File: config.mk
export PLATFORM = sky130hd
export DESIGN_NAME = exec_stage
export DESIGN_NICKNAME = d
export VERILOG_FILES = /design/src/rtl/exec_pkg.sv /design/src/rtl/exec_alu.sv /design/src/rtl/exec_stage.sv
export SDC_FILE = /design/constraint.sdc
export NUM_CORES = 1
export LEC_CHECK = 0
export ABC_AREA = 1
export CAP_MARGIN = 20
export CORE_ASPECT_RATIO = 1.2
export CORE_MARGIN = 3
export CORE_UTILIZATION = 39
export DETAILED_ROUTE_END_ITERATION = 8
export PLACE_DENSITY_LB_ADDON = 0.2
export SLEW_MARGIN = 40
export SYNTH_ARGS = -nofsm -noshare
export SYNTH_HDL_FRONTEND = slang
export SYNTH_SLANG_ARGS = --single-unit
export TNS_END_PERCENT = 30
File: constraint.sdc
create_clock -name clk -period 3.6 [get_ports clk]
set_input_delay 0.72 -clock clk [delete_from_list [all_inputs] [get_ports clk]]
set_output_delay 0.72 -clock clk [all_outputs]
set_load 0.02 [all_outputs]
File: src/rtl/exec_pkg.sv
// Shared definitions for the exec_stage slice: phase encoding, opcode map,
// register-file write limit and flag-update classification helpers.
package exec_pkg;

    typedef enum logic [1:0] {
        ST_IF  = 2'd0,
        ST_FD  = 2'd1,
        ST_EX  = 2'd2,
        ST_RWB = 2'd3
    } state_t;

    localparam logic [3:0] OPC_MOV  = 4'h0;
    localparam logic [3:0] OPC_ADD  = 4'h1;
    localparam logic [3:0] OPC_LDI  = 4'h2;
    localparam logic [3:0] OPC_SUB  = 4'h3;
    localparam logic [3:0] OPC_INC  = 4'h4;
    localparam logic [3:0] OPC_AND  = 4'h5;
    localparam logic [3:0] OPC_OR   = 4'h6;
    localparam logic [3:0] OPC_XOR  = 4'h7;
    localparam logic [3:0] OPC_SHL  = 4'h8;
    localparam logic [3:0] OPC_SHR  = 4'h9;
    localparam logic [3:0] OPC_NOT  = 4'hA;
    localparam logic [3:0] OPC_ADDC = 4'hB;
    localparam logic [3:0] OPC_DEC  = 4'hC;
    localparam logic [3:0] OPC_BEQ  = 4'hD;
    localparam logic [3:0] OPC_JMP  = 4'hE;
    localparam logic [3:0] OPC_HALT = 4'hF;

    localparam logic [3:0] RF_WRITE_MAX = 4'hC;

    // Opcodes whose carry and overflow come from the adder.
    function automatic logic is_arith(input logic [3:0] op);
        return (op == OPC_ADD) || (op == OPC_ADDC) || (op == OPC_INC) ||
               (op == OPC_SUB) || (op == OPC_DEC);
    endfunction

    function automatic logic is_shift(input logic [3:0] op);
        return (op == OPC_SHL) || (op == OPC_SHR);
    endfunction

endpackage

File: src/rtl/exec_alu.sv
// Combinational 8-bit ALU for exec_stage; zero latency, no state.
// All add/sub/inc/dec/addc share one adder: a + rhs + cin_eff.
module exec_alu
    import exec_pkg::*;
(
    input  logic [3:0] opcode,
    input  logic [7:0] a,
    input  logic [7:0] b,
    input  logic       cin,
    input  logic [3:0] rb_f,
    output logic [7:0] result,
    output logic       carry,
    output logic       ovf
);

    logic [7:0] w_rhs;
    logic       w_cin_eff;
    logic [8:0] w_sum;

    always_comb begin
        w_rhs     = b;
        w_cin_eff = 1'b0;
        case (opcode)
            OPC_SUB:  begin w_rhs = ~b;     w_cin_eff = 1'b1; end
            OPC_INC:  begin w_rhs = 8'h01;  w_cin_eff = 1'b0; end
            OPC_DEC:  begin w_rhs = 8'hFE;  w_cin_eff = 1'b1; end
            OPC_ADDC: begin w_rhs = b;      w_cin_eff = cin;  end
            default:  begin w_rhs = b;      w_cin_eff = 1'b0; end
        endcase
    end

    assign w_sum = {1'b0, a} + {1'b0, w_rhs} + {8'h00, w_cin_eff};

    always_comb begin
        result = 8'h00;
        carry  = 1'b0;
        ovf    = 1'b0;
        case (opcode)
            OPC_MOV: result = a;
            OPC_LDI: result = {4'h0, rb_f};
            OPC_AND: result = a & b;
            OPC_OR:  result = a | b;
            OPC_XOR: result = a ^ b;
            OPC_NOT: result = ~a;
            OPC_SHL: begin result = {a[6:0], 1'b0}; carry = a[7]; end
            OPC_SHR: begin result = {1'b0, a[7:1]}; carry = a[0]; end
            OPC_ADD, OPC_ADDC, OPC_INC, OPC_SUB, OPC_DEC: begin
                result = w_sum[7:0];
                carry  = w_sum[8];
                // Overflow: both addends share a sign that the sum lost.
                ovf    = (a[7] == w_rhs[7]) && (w_sum[7] != a[7]);
            end
            default: result = 8'h00;
        endcase
    end

endmodule

File: src/rtl/exec_stage.sv
// Four-phase (IF/FD/EX/RWB) execute stage; 4 clocks per instruction, HALT parks in EX.
// Optional macro EXEC_STEP_EN adds a step input gating every non-reset update.
module exec_stage
    import exec_pkg::*;
#(
    parameter logic [7:0] PC_RESET = 8'h00
) (
    input  logic       clk,
    input  logic       reset,
`ifdef EXEC_STEP_EN
    input  logic       step,
`endif
    input  logic [3:0] opcode,
    input  logic [3:0] ra_f,
    input  logic [3:0] rb_f,
    input  logic [3:0] rd_f,
    input  logic [7:0] op_a,
    input  logic [7:0] op_b,
    output logic [1:0] state,
    output logic [7:0] pc,
    output logic [7:0] alu_out,
    output logic [7:0] w_reg,
    output logic       rf_we,
    output logic       cout,
    output logic       of,
    output logic       halted
);

    state_t     r_state;
    state_t     w_state_nxt;
    logic       r_halted;
    logic       w_halted_nxt;
    logic [7:0] r_pc;
    logic [7:0] r_w_reg;
    logic       r_cout;
    logic       r_of;
    logic       r_beq_eq;
    logic       w_adv;
    logic [7:0] w_alu_res;
    logic       w_alu_carry;
    logic       w_alu_ovf;
    logic [7:0] w_pc_nxt;
    logic       w_ex_edge;

`ifdef EXEC_STEP_EN
    assign w_adv = step;
`else
    assign w_adv = 1'b1;
`endif

    exec_alu u_alu (
        .opcode (opcode),
        .a      (op_a),
        .b      (op_b),
        .cin    (r_cout),
        .rb_f   (rb_f),
        .result (w_alu_res),
        .carry  (w_alu_carry),
        .ovf    (w_alu_ovf)
    );

    always_ff @(posedge clk) begin
        if (!reset) begin
            r_state  <= ST_IF;
            r_halted <= 1'b0;
        end else if (w_adv) begin
            r_state  <= w_state_nxt;
            r_halted <= w_halted_nxt;
        end
    end

    always_comb begin
        w_state_nxt  = r_state;
        w_halted_nxt = r_halted;
        case (r_state)
            ST_IF:  w_state_nxt = ST_FD;
            ST_FD:  w_state_nxt = ST_EX;
            ST_EX: begin
                if (r_halted) begin
                    w_state_nxt = ST_EX;
                end else if (opcode == OPC_HALT) begin
                    w_halted_nxt = 1'b1;
                end else begin
                    w_state_nxt = ST_RWB;
                end
            end
            ST_RWB: w_state_nxt = ST_IF;
            default: w_state_nxt = ST_IF;
        endcase
    end

    // Leaving EX toward RWB: the one edge where results and flags commit.
    assign w_ex_edge = (r_state == ST_EX) && !r_halted && (opcode != OPC_HALT);

    always_comb begin
        w_pc_nxt = r_pc + 8'd1;
        if (opcode == OPC_BEQ && r_beq_eq) begin
            w_pc_nxt = r_pc + 8'd1 + {{4{rd_f[3]}}, rd_f};
        end else if (opcode == OPC_JMP) begin
            w_pc_nxt = {ra_f, rb_f};
        end
    end

    always_ff @(posedge clk) begin
        if (!reset) begin
            r_pc     <= PC_RESET;
            r_w_reg  <= 8'h00;
            r_cout   <= 1'b0;
            r_of     <= 1'b0;
            r_beq_eq <= 1'b0;
        end else if (w_adv) begin
            if (w_ex_edge) begin
                r_beq_eq <= (op_a == op_b);
                if (opcode <= RF_WRITE_MAX) begin
                    r_w_reg <= w_alu_res;
                end
                if (is_arith(opcode)) begin
                    r_cout <= w_alu_carry;
                    r_of   <= w_alu_ovf;
                end else if (is_shift(opcode)) begin
                    r_cout <= w_alu_carry;
                    r_of   <= 1'b0;
                end
            end
            if (r_state == ST_RWB) begin
                r_pc <= w_pc_nxt;
            end
        end
    end

    assign state   = r_state;
    assign pc      = r_pc;
    assign w_reg   = r_w_reg;
    assign cout    = r_cout;
    assign of      = r_of;
    assign halted  = r_halted;
    assign alu_out = (r_state == ST_EX && !r_halted) ? w_alu_res : 8'h00;
    assign rf_we   = (r_state == ST_RWB) && (opcode <= RF_WRITE_MAX);

endmodule
After elaboration in Yosys (flattened, before gate mapping)
Index checks and enable logic that the tools add are counted.

Output and inout bits: 30. Bits in registers: 22.

Reduce and logical (&&, ||, !) cells: 18. Muxes and demuxes: 17. Eq/ne operators: 23. Bitwise logic cells: 5. Order comparisons: 1. Add/sub/neg operators: 4.

Operator list (count): case mux 8 bit (9 select lines) (1); equality test 4 bit (second input constant) (8); two-way mux 8 bit (3); case mux 8 bit (3 select lines) (1); equality test 4 x 3 -> 1 bit (second input constant) (4); NOT 8 bit (2); adder 8 x 8 -> 9 bit (1); adder 9 x 1 -> 9 bit (1); adder 8 x 1 -> 8 bit (second input constant) (1); adder 8 bit (1); bitwise AND 8 bit (1); equality test 4 x 2 -> 1 bit (second input constant) (2); equality test 8 bit (1); OR 8 bit (1); case mux 2 bit (4 select lines) (1); bitwise XOR 8 bit (1); two-way mux 1 bit (7); logical AND 1 bit (5); logical OR 1 bit (5); OR reduction 5 bit (1); equality test 2 bit (second input constant) (2); equality test 4 x 1 -> 1 bit (second input constant) (1); <= comparator 4 bit (second input constant) (1); logical NOT 4 bit (1); 13 further kinds (15).

Logic depth before layout (Yosys ltp)
Gate-level depths: netlist of run 1.

Depth after elaboration: 8. Mapped depth: 18. Mapped depth without buffers: 18.

By module
A second synthesis of run 1 with hierarchy kept.

Cell total of the unflattened synthesis: 534. Area total of the unflattened synthesis: 3209.3 µm².

Modules (own cells, without submodules): exec_stage (instances 1, sequential area each 440.4 µm², area an instance 1776.7 µm², cells each 263); exec_alu (instances 1, sequential area each 0.0 µm², area an instance 1432.6 µm², cells each 271).

Worst setup path before layout of run 1
Ideal clock, no wire load.

Kind: input-to-output. From: in opcode[3]. To: out alu_out[4]. Arrival: 2.939 ns. Setup slack: -0.059 ns. Path buffers: 1. Stages on the path: 13. Cells stage by stage: nor2_1 nand2_2 buf_1 o211ai_1 fa_1 inv_1 fa_1 inv_1 nand3_1 nand2_1 or2_2 nand3_1 a21oi_1.

Word-level cells in the longest chain between the ends: 6. Elaborated cells on any way between the ends: 21. Those cells by class: 2 x add/sub; 12 x eq/ne; 4 x mux; 3 x reduce/logical.

RTL lines: start, declared (line exec_stage.sv:13) `input logic [3:0] opcode,`; equality test 4 bit (tied with other cells) (line exec_alu.sv:23, exec_alu.sv:38); case mux 8 bit (3 select lines) or OR reduction 2 bit (tied branches); adder 8 x 8 -> 9 bit or case mux 1 bit (2 select lines) (tied branches) (line exec_alu.sv:32, exec_alu.sv:23); adder 9 x 1 -> 9 bit (line exec_alu.sv:32) `assign w_sum = {1'b0, a} + {1'b0, w_rhs} + {8'h00, w_cin_eff};`; case mux 8 bit (9 select lines) * (line exec_alu.sv:38) `case (opcode)`; two-way mux 8 bit * (line exec_stage.sv:137) `assign alu_out = (r_state == ST_EX && !r_halted) ? w_alu_res : 8'h00;`; end, declared (line exec_stage.sv:21) `output logic [7:0] alu_out,`.

Every way passes the cells marked *; elsewhere a longest branch is shown, timed or not.

Worst setup path after layout of run 1
From: in opcode[3]. To: out alu_out[3].

Same word-level chain as after synthesis.

==> results_dict.tcl, run 1 <==
set metrics [dict create \
    outcome "finished clean" \
    path_delay_family "buffers and inverters" \
    grt.total_usage_pct 22.03 \
    yosys-top-cells-count "nand2_1 (139), inv_1 (86), nor2_1 (59), nand3_1 (39), ha_1 (34)" \
    cts_buffers 3 \
    post_route_cells_drive_above_1_share_pct 19.41 \
    synth_top_cell_by_area "nand2_1" \
    yosys.cell_count.top_type "nand2_1" \
    ys_warn_count 0 \
    grt_max_degree 17 \
    whs_path_depth 2 \
    dr_total_vias 3675 \
    gr-total-overflow 0 \
    crit_buf_inv 4 \
    worst_slew_pin_slew_ns 0.4619 \
    crit_chain "buf_2 > buf_4 > nor2_2 > nand2_2 > buf_4 > nand3_1 > o211ai_1 > ha_1 > a21oi_2 > nand2_2 > xnor2_1 > nor2_1 > nor2_2 > nor2_1 > clkdlybuf4s15_2" \
    hold_path.class "reg -> reg" \
    netlist_instances 516 \
    slew_headroom_pct 69.21 \
    finalMaxSlewViolations 0 \
    drt.antenna.violating_nets 0 \
    synth_flop_cell "dfxtp_1" \
    row_count 34 \
    vias_per_cell 4.973 \
    htreeDepth 1 \
    hold_slack_ns 0.4987 \
    grt_pass1_vias 3489 \
    synthArstFlopShare_pct 0 \
    cts_tree "done" \
    min_from "of$_SDFFE_PN0P_" \
    skew_ns 0.008888 \
    maxCapViolCount 0 \
    ir_worst_vdd_mv 0.2496 \
    arrival_ns 2.79 \
    clk_pin_slew_worst_paths_ns 0.08 \
    power.density_nw_per_um2 326.7 \
    wl_per_cell_um 13.19 \
    antenna_found_initial 0 \
    synth_area_per_cell_um2 5.771 \
    rr_startpoint "pc[0]$_SDFFE_PN0P_" \
    met1_usage_pct 22.84 \
    cts_buffer_depth 2 \
    ys_seq_area_share_pct 14.79 \
    setup.worst_path.class "in -> out" \
    cp-end-kind "output port" \
    synth.distinct_cells 36 \
    clkLatencyLatePin_ns 0.27 \
    r2r-end "pc[5]$_SDFFE_PN0P_" \
    grt_pass1_wl_um 15430 \
    period_share_pct 97.47 \
    drcViolationCount 0 \
    cts_root_buf "clkbuf_8" \
    critPathSlowestCell "ha_1" \
    ys_seq_elements 22 \
    tns_ns 0 \
    r2r_slack_ns 1.17 \
    post-route-min-period_ns 3.509 \
    met3_usage_pct 2.197 \
    critPathLaunchType "input port" \
    portBuffers 63 \
    routed_wirelength_um 9749 \
    synth_top_area_share_pct 17.52 \
    finalInstanceArea_um2 4359 \
    areaGrowthSynthToFinish_pct 46.39 \
    multi_input_comb_area_um2 2250 \
    place_area_um2 4214 \
    syn_nets 587 \
    fp.dieArea_um2 8725 \
    place.gp.congestion 0.9151 \
    synth-edff-count 0 \
    hold_viol 0 \
    drtPass1Iterations 4 \
    grtUsageMet2_pct 44.20 \
    crit_required_ns 2.88 \
    synth_area_um2 2978 \
    ys_top_cells_by_area "nand2_1 (18%), dfxtp_1 (15%), ha_1 (14%)" \
    timing.fmax_mhz 285.0 \
    die_w_um 85.77 \
    antenna_cells 0 \
    nFillCells 738 \
    post-route-util_pct 59.58 \
    final_nets 721 \
    core-area_um2 7317 \
    slowest_delay_ns 0.33 \
    setup_viol 0 \
    p_leak_nw 2.240 \
    pin_count 64 \
    min_to "of$_SDFFE_PN0P_" \
    setup_slack_ns 0.09120 \
    die_h_um 101.7 \
    seq_area_um2 440.4 \
    grt-busiest-layer "met2" \
    r2r_cells 13 \
    place_ws_ns -0.9125 \
    worstPathMaxFanout 4 \
    start_util_pct 40.70 \
    detail_route.iter0.violations 135 \
    cts.sinks 22 \
    place.detailed.hpwl_um 8237 \
    rsz0062_at_grt "true" \
]
[worst max path at each step]
stage	startpoint	end	slack, ns	depth (start not counted)
after floorplan	opcode[1]	alu_out[1]	-0.04	10
after global placement	opcode[0]	alu_out[1]	-0.87	14
after detailed placement	opcode[0]	alu_out[4]	-0.91	16
after CTS	opcode[2]	alu_out[4]	-0.06	15
after global routing	opcode[3]	alu_out[3]	-0.04	15
final	opcode[3]	alu_out[3]	0.09	15
[logic make-up (layout without fill, tap and decap cells)]
group,count (synthesis),after routing,share of synthesized area (%)
AND/OR/NAND/NOR,277,277,40.25
flip-flops,22,22,14.79
adder cells (fa/ha/maj),37,37,16.30
AO/OA/AOI/OAI,79,79,15.00
XOR/XNOR,5,5,1.471
buffers and inverters,96,229,12.18
[report_power, final]
group          switching, mW  internal [mW]
sequential            0.0452          0.297
clock                 0.0835          0.149
combinational          0.471          0.378
total                  0.600          0.824
[per-layer routing]
| metal | vias up | wire [um] |
|---|---|---|
| li1 | 1933 | - |
| met1 | 1628 | 3839 |
| met5 | - | 0 |
| met2 | 90 | 5129 |
| met4 | 0 | 455 |
| met3 | 24 | 324 |
[placed cells by master (no fill, tap or decap), types with 2 or more instances in the layout]
cell type / n
o21ai_0: 25
buf_4: 76
nor2_4: 3
buf_6: 2
fa_1: 2
buf_2: 2
nor2_2: 9
o21ai_1: 5
nand2b_1: 2
a31oi_1: 3
a21oi_1: 22
nand4_1: 11
o211ai_1: 16
nand3_2: 3
clkdlybuf4s50_1: 50
nand2_4: 2
nand2_1: 134
ha_1: 34
inv_1: 84
nand3_1: 37
nand2_2: 7
a21oi_2: 5
dfxtp_1: 22
nor4_1: 2
inv_2: 6
clkbuf_8: 3
nor2_1: 55
xor2_1: 4
nor3_1: 4
or2_2: 3
[area by class of cell]
type / instances / share of cell area [%]
flip-flops and latches: 22 / 10.10
clock inverters: 1 / 0.6889
repair buffers: 134 / 26.23
inverters: 91 / 7.836
clock buffers: 3 / 0.9472
well taps: 90 / 2.583
multi-input cells: 398 / 51.61
[through the flow]
step | std cells | power [mW]
after floorplan | 516 | 0.8145
after global placement | 732 | 1.165
after detailed placement | 732 | 1.180
after CTS | 737 | 1.417
after global routing | 739 | 1.536
final | 739 | 1.424
[worst register-to-register path, stage by stage (launching register included)]
cell     delay (ns)
dfxtp_1        0.45
ha_1           0.20
nand2_1        0.10
nor2_1         0.16
inv_1          0.06
nand2_1        0.10
inv_1          0.05
ha_1           0.34
nand2_1        0.10
or2_2          0.31
a31oi_1        0.14
nor2_1         0.08
nor2_1         0.18
nor2_1         0.06
[what timing repair did]
item,CTS,global route
buffers inserted,1,2
hold buffers,0,0
pin swaps,2,9
endpoints found under the setup margin,8,7
gates resized for setup,51,28
Power figures use the tool's default switching activity.
==> inputs of run 2 (changes only) <==
Settings changed: CTS_CLUSTER_SIZE from default to 8.
==> results of run 2 <==
No change in the layout: final DEF, timing and power equal those of run 1.
==> patch 1: new RTL, config.mk and constraints of run 2 <==
The option `EXEC_STEP_EN` is turned on by a define.
--- a/src/rtl/exec_stage.sv
+++ b/src/rtl/exec_stage.sv
@@ -1,4 +1,6 @@
 // Four-phase (IF/FD/EX/RWB) execute stage; 4 clocks per instruction, HALT parks in EX.
 // Optional macro EXEC_STEP_EN adds a step input gating every non-reset update.
+`define EXEC_STEP_EN
+
 module exec_stage
     import exec_pkg::*;
Ports: changed (added step); port bits go from 64 to 65. The function was not compared with the original's and may differ.
==> patch 1 against run 2 <==
- sequential cell count stayed put
- setup slack worse by 0.040 ns
- final cell count shrank 1.1%
- first-iteration DRC count grew 56%
- highest routed layer unchanged
- wire length is 3.8% higher
- clock skew shrank 0.0012 ns
- final area rose by 1.5%
- clock power is 21% lower
- largest power group unchanged
- total power fell by 36%
- fmax down 1.1%
- combinational power decreased by 45%
- synthesized area rose by 3.4%
==> patch 1: results (changes against run 2) <==
{
  "status": "complete, no violations",
  "leakage": {"value": 0.002263, "unit": "uW", "change": "+1.1%"},
  "critical_r2r_capture": "pc[6]",
  "portBuffers": {"value": 64, "change": "+1.6%"},
  "netlist_instances": {"value": 511, "change": "-0.97%"},
  "post_route_cells_drive_above_1_share": {"value": 21.68, "unit": "%", "change": "+2.3 points"},
  "clkbuf_count": {"value": 4, "change": "+1"},
  "worst_hold_slack": {"value": 0.4835, "unit": "ns", "change": "-0.01521 ns"},
  "finalClockSkew": {"value": 0.007719, "unit": "ns", "change": "-0.001169 ns"},
  "synth_sequential_area_ratio": {"value": 14.30, "unit": "%", "change": "-0.49 points"},
  "syn2layout_area_growth_pct": 43.68,
  "inverters": {"value": 88, "change": "-3.3%"},
  "preCtsSetupSlack": {"value": -0.8878, "unit": "ns", "change": "+0.02464 ns"},
  "clock_cell_area_share": {"value": 1.244, "unit": "%", "change": "-0.39 points"},
  "critPathSlowestCell": "sky130_fd_sc_hd__clkdlybuf4s50_1",
  "layout_setup_ws": {"value": 0.05107, "unit": "ns", "change": "-0.04014 ns"},
  "grt_usage": {"value": 22.84, "unit": "%", "change": "+0.82 points"},
  "cp-endpoint": "alu_out[4]",
  "signal_buffer_area_fraction": {"value": 25.45, "unit": "%", "change": "-0.78 points"},
  "grt_first_pass_wirelength": {"value": 16380, "unit": "um", "change": "+6.2%"},
  "slowest_delay": {"value": 0.47, "unit": "ns", "change": "+0.14 ns"},
  "grt_start_max_net_pins": {"value": 19, "change": "+2"},
  "finish.net_count": {"value": 714, "change": "-0.97%"},
  "grt_pass1_vias": {"value": 3591, "change": "+2.9%"},
  "slew-limit-headroom": {"value": 56.53, "unit": "%", "change": "-13 points"},
  "worst-path-max-fanout": {"value": 3, "change": "-1"}
}
## patch 1: changes by cell type after synthesis, sizes merged, moves of 2 or more
cell and change:
nand2 +7, nor3 -2, nand3 -3, nor2 -11
o211ai -2, inv -3, o21a +8
## patch 1: logic make-up (layout without fill, tap and decap cells)
kind of cell,Yosys count,in the layout,synth area share (%)
compound gates,87,87,16.99
xor+xnor,4,4,1.138
fa+ha+maj,37,37,15.77
buf+inv,93,223,12.15
flops,22,22,14.30
simple gates,268,268,39.66
## patch 1: routing by layer
layer  vias up  share of wire (%)  global-route usage, %
li1       1908                  -                      -
met1      1686                 40                  25.18
met2       102                 51                  43.31
met3        35                3.4                  1.823
met4         0                5.5                  11.81
met5         -                  0                      0
## patch 1: power by group through the flow
stage | clock (uW) | sequential [uW] | combinational [uW]
finish | 184 | 262 | 469
global route | 198 | 263 | 518
CTS | 187 | 262 | 450
detailed placement | 0 | 267 | 437
global placement | 0 | 267 | 430
floorplan | 0 | 278 | 221
==> patch 2: new RTL, settings of run 2 <==
Without the edit above. Register the outputs `alu_out` and `rf_we`, cleared by the reset; this adds one clock of latency there. The other outputs are not delayed to match.
--- a/src/rtl/exec_stage.sv
+++ b/src/rtl/exec_stage.sv
@@ -135,6 +135,13 @@
     assign of      = r_of;
     assign halted  = r_halted;
-    assign alu_out = (r_state == ST_EX && !r_halted) ? w_alu_res : 8'h00;
-    assign rf_we   = (r_state == ST_RWB) && (opcode <= RF_WRITE_MAX);
+    always_ff @(posedge clk) begin
+        if (!reset) begin
+            alu_out <= '0;
+            rf_we   <= '0;
+        end else begin
+            alu_out <= (r_state == ST_EX && !r_halted) ? w_alu_res : 8'h00;
+            rf_we   <= (r_state == ST_RWB) && (opcode <= RF_WRITE_MAX);
+        end
+    end
 
 endmodule
Function: changed (Yosys sat finds a counterexample within 4 cycles, from zero or initial values and one cycle with reset low).
==> patch 2 against run 2 <==
- register-to-register slack got worse by 0.02 ns
- total power fell by 4.8%
- sequential cell count rose by 9
- largest cell class unchanged
- wire length fell by 2.1%
- core utilization fell by 8.5 points
- clock power rose by 31%
- critical path type is now input port to flop
- critical endpoint is now cout
- setup slack improved by 0.43 ns
- sequential share of layout area rose by 5.7 points
- clock skew fell by 0.0020 ns
- synthesized area rose by 4.1%
- final area fell by 9.7%
- final cell count fell by 10%
- non-clock buffer count fell by 69
==> patch 2: results (changes against run 2) <==
{
  "syn_nets": {"value": 574, "change": "-2.2%"},
  "most_frequent_cells_after_synthesis": "sky130_fd_sc_hd__nand2_1, sky130_fd_sc_hd__inv_1, sky130_fd_sc_hd__nor2_1, sky130_fd_sc_hd__ha_1, sky130_fd_sc_hd__nand3_1",
  "multi_input_area": {"value": 2127, "unit": "um2", "change": "-5.5%"},
  "seq_area_share": {"value": 15.76, "unit": "%", "change": "+5.7 points"},
  "grt_pass1_vias": {"value": 3361, "change": "-3.7%"},
  "postRouteWirelength": {"value": 9549, "unit": "um", "change": "-2.1%"},
  "pg_seq": {"value": 426, "unit": "uW", "change": "+24%"},
  "clkbuf_count": {"value": 8, "change": "+5"},
  "detail_route.first_pass.iterations": {"value": 5, "change": "+1"},
  "worst-endpoint-arrival": {"value": 3.26, "unit": "ns", "change": "+0.47 ns"},
  "clock_cell_area_share": {"value": 2.542, "unit": "%", "change": "+0.91 points"},
  "critPathSlowestCell": "sky130_fd_sc_hd__clkdlybuf4s50_1",
  "cts_resized": {"value": 0, "change": "-100%"},
  "inverters": {"value": 87, "change": "-4.4%"},
  "signal_buffer_area_fraction": {"value": 16.40, "unit": "%", "change": "-9.8 points"},
  "status": "complete, no violations",
  "leakage": {"value": 0.002002, "unit": "uW", "change": "-11%"},
  "post-cts-setup-buffers": {"value": 0, "change": "-1"},
  "netlist_instances": {"value": 503, "change": "-2.5%"},
  "powerDensity": {"value": 344.1, "unit": "nW/um2", "change": "+5.4%"},
  "finalClockSkew": {"value": 0.006923, "unit": "ns", "change": "-0.001966 ns"},
  "h-tree-depth": {"value": 2, "change": "+1"},
  "postPlaceCellArea": {"value": 3837, "unit": "um2", "change": "-8.9%"},
  "post_route_cells_drive_above_1_share": {"value": 5.944, "unit": "%", "change": "-13 points"},
  "layout.non_clock_buffers": {"value": 65, "change": "-51%"},
  "numCtsBuffers": {"value": 5, "change": "+2"},
  "fin_area": {"value": 3938, "unit": "um2", "change": "-9.7%"},
  "dp_hpwl": {"value": 7773, "unit": "um", "change": "-5.6%"},
  "pwr.group.combinational": {"value": 625, "unit": "uW", "change": "-26%"},
  "vias_per_cell": {"value": 5.191, "change": "+4.4%"},
  "slew-limit-headroom": {"value": 48.51, "unit": "%", "change": "-21 points"},
  "finish.net_count": {"value": 642, "change": "-11%"},
  "synth_sequential_area_ratio": {"value": 20.02, "unit": "%", "change": "+5.2 points"},
  "preCtsSetupSlack": {"value": 0.2256, "unit": "ns", "change": "+1.138 ns"}
}
-- patch 2: cell count changes in the layout (fill, tap and decap cells not counted), moves of 4 or more --
cell	delta
sky130_fd_sc_hd__buf_4	-74
sky130_fd_sc_hd__clkdlybuf4s50_1	+13
sky130_fd_sc_hd__nand2_1	+10
sky130_fd_sc_hd__dfxtp_1	+9
sky130_fd_sc_hd__nor2_1	-9
sky130_fd_sc_hd__nor2_2	-6
sky130_fd_sc_hd__o22ai_1	+6
sky130_fd_sc_hd__a21oi_2	-5
sky130_fd_sc_hd__clkbuf_8	+4
sky130_fd_sc_hd__o21ai_1	-4
-- patch 2: cells by family (layout without fill, tap and decap cells) --
group                      Yosys count  count (layout)  share of synthesized area (%)
and+or+nand+nor                    264             264                          37.37
DFF                                 31              31                          20.02
AOI/OAI and AO/OA                   76              76                          14.45
xor gates and xnor gates             4               4                          1.130
adders and majority gates           37              37                          15.66
buffers and inverters               91             160                          11.38
-- patch 2: routing by layer --
layer  track usage [%]  up-vias  part of all wire, %
met5                 0        -                    0
li1                  -     1767                    -
met4             9.539        0                  4.4
met3             4.375       26                  5.5
met1             24.84     1538                   41
met2             37.88      116                   49
-- patch 2: worst max-delay path, delay by kind of cell --
family	cells	cell delay, ns
adders and majority gates	2	0.65
buffers and inverters	5	0.88
AOI/OAI and AO/OA	1	0.11
and+or+nand+nor	12	0.92
-- patch 2: final timing paths --
kind / startpoint / endpoint / slack [ns] / depth (start not counted)
worst max-delay path: opcode[3] / cout / 0.52 / 20
worst min-delay path: w_reg[5] / w_reg[5] / 0.45 / 2
worst max register to register: pc[0] / pc[5] / 1.15 / 13
worst min register to register: w_reg[5] / w_reg[5] / 0.45 / 2
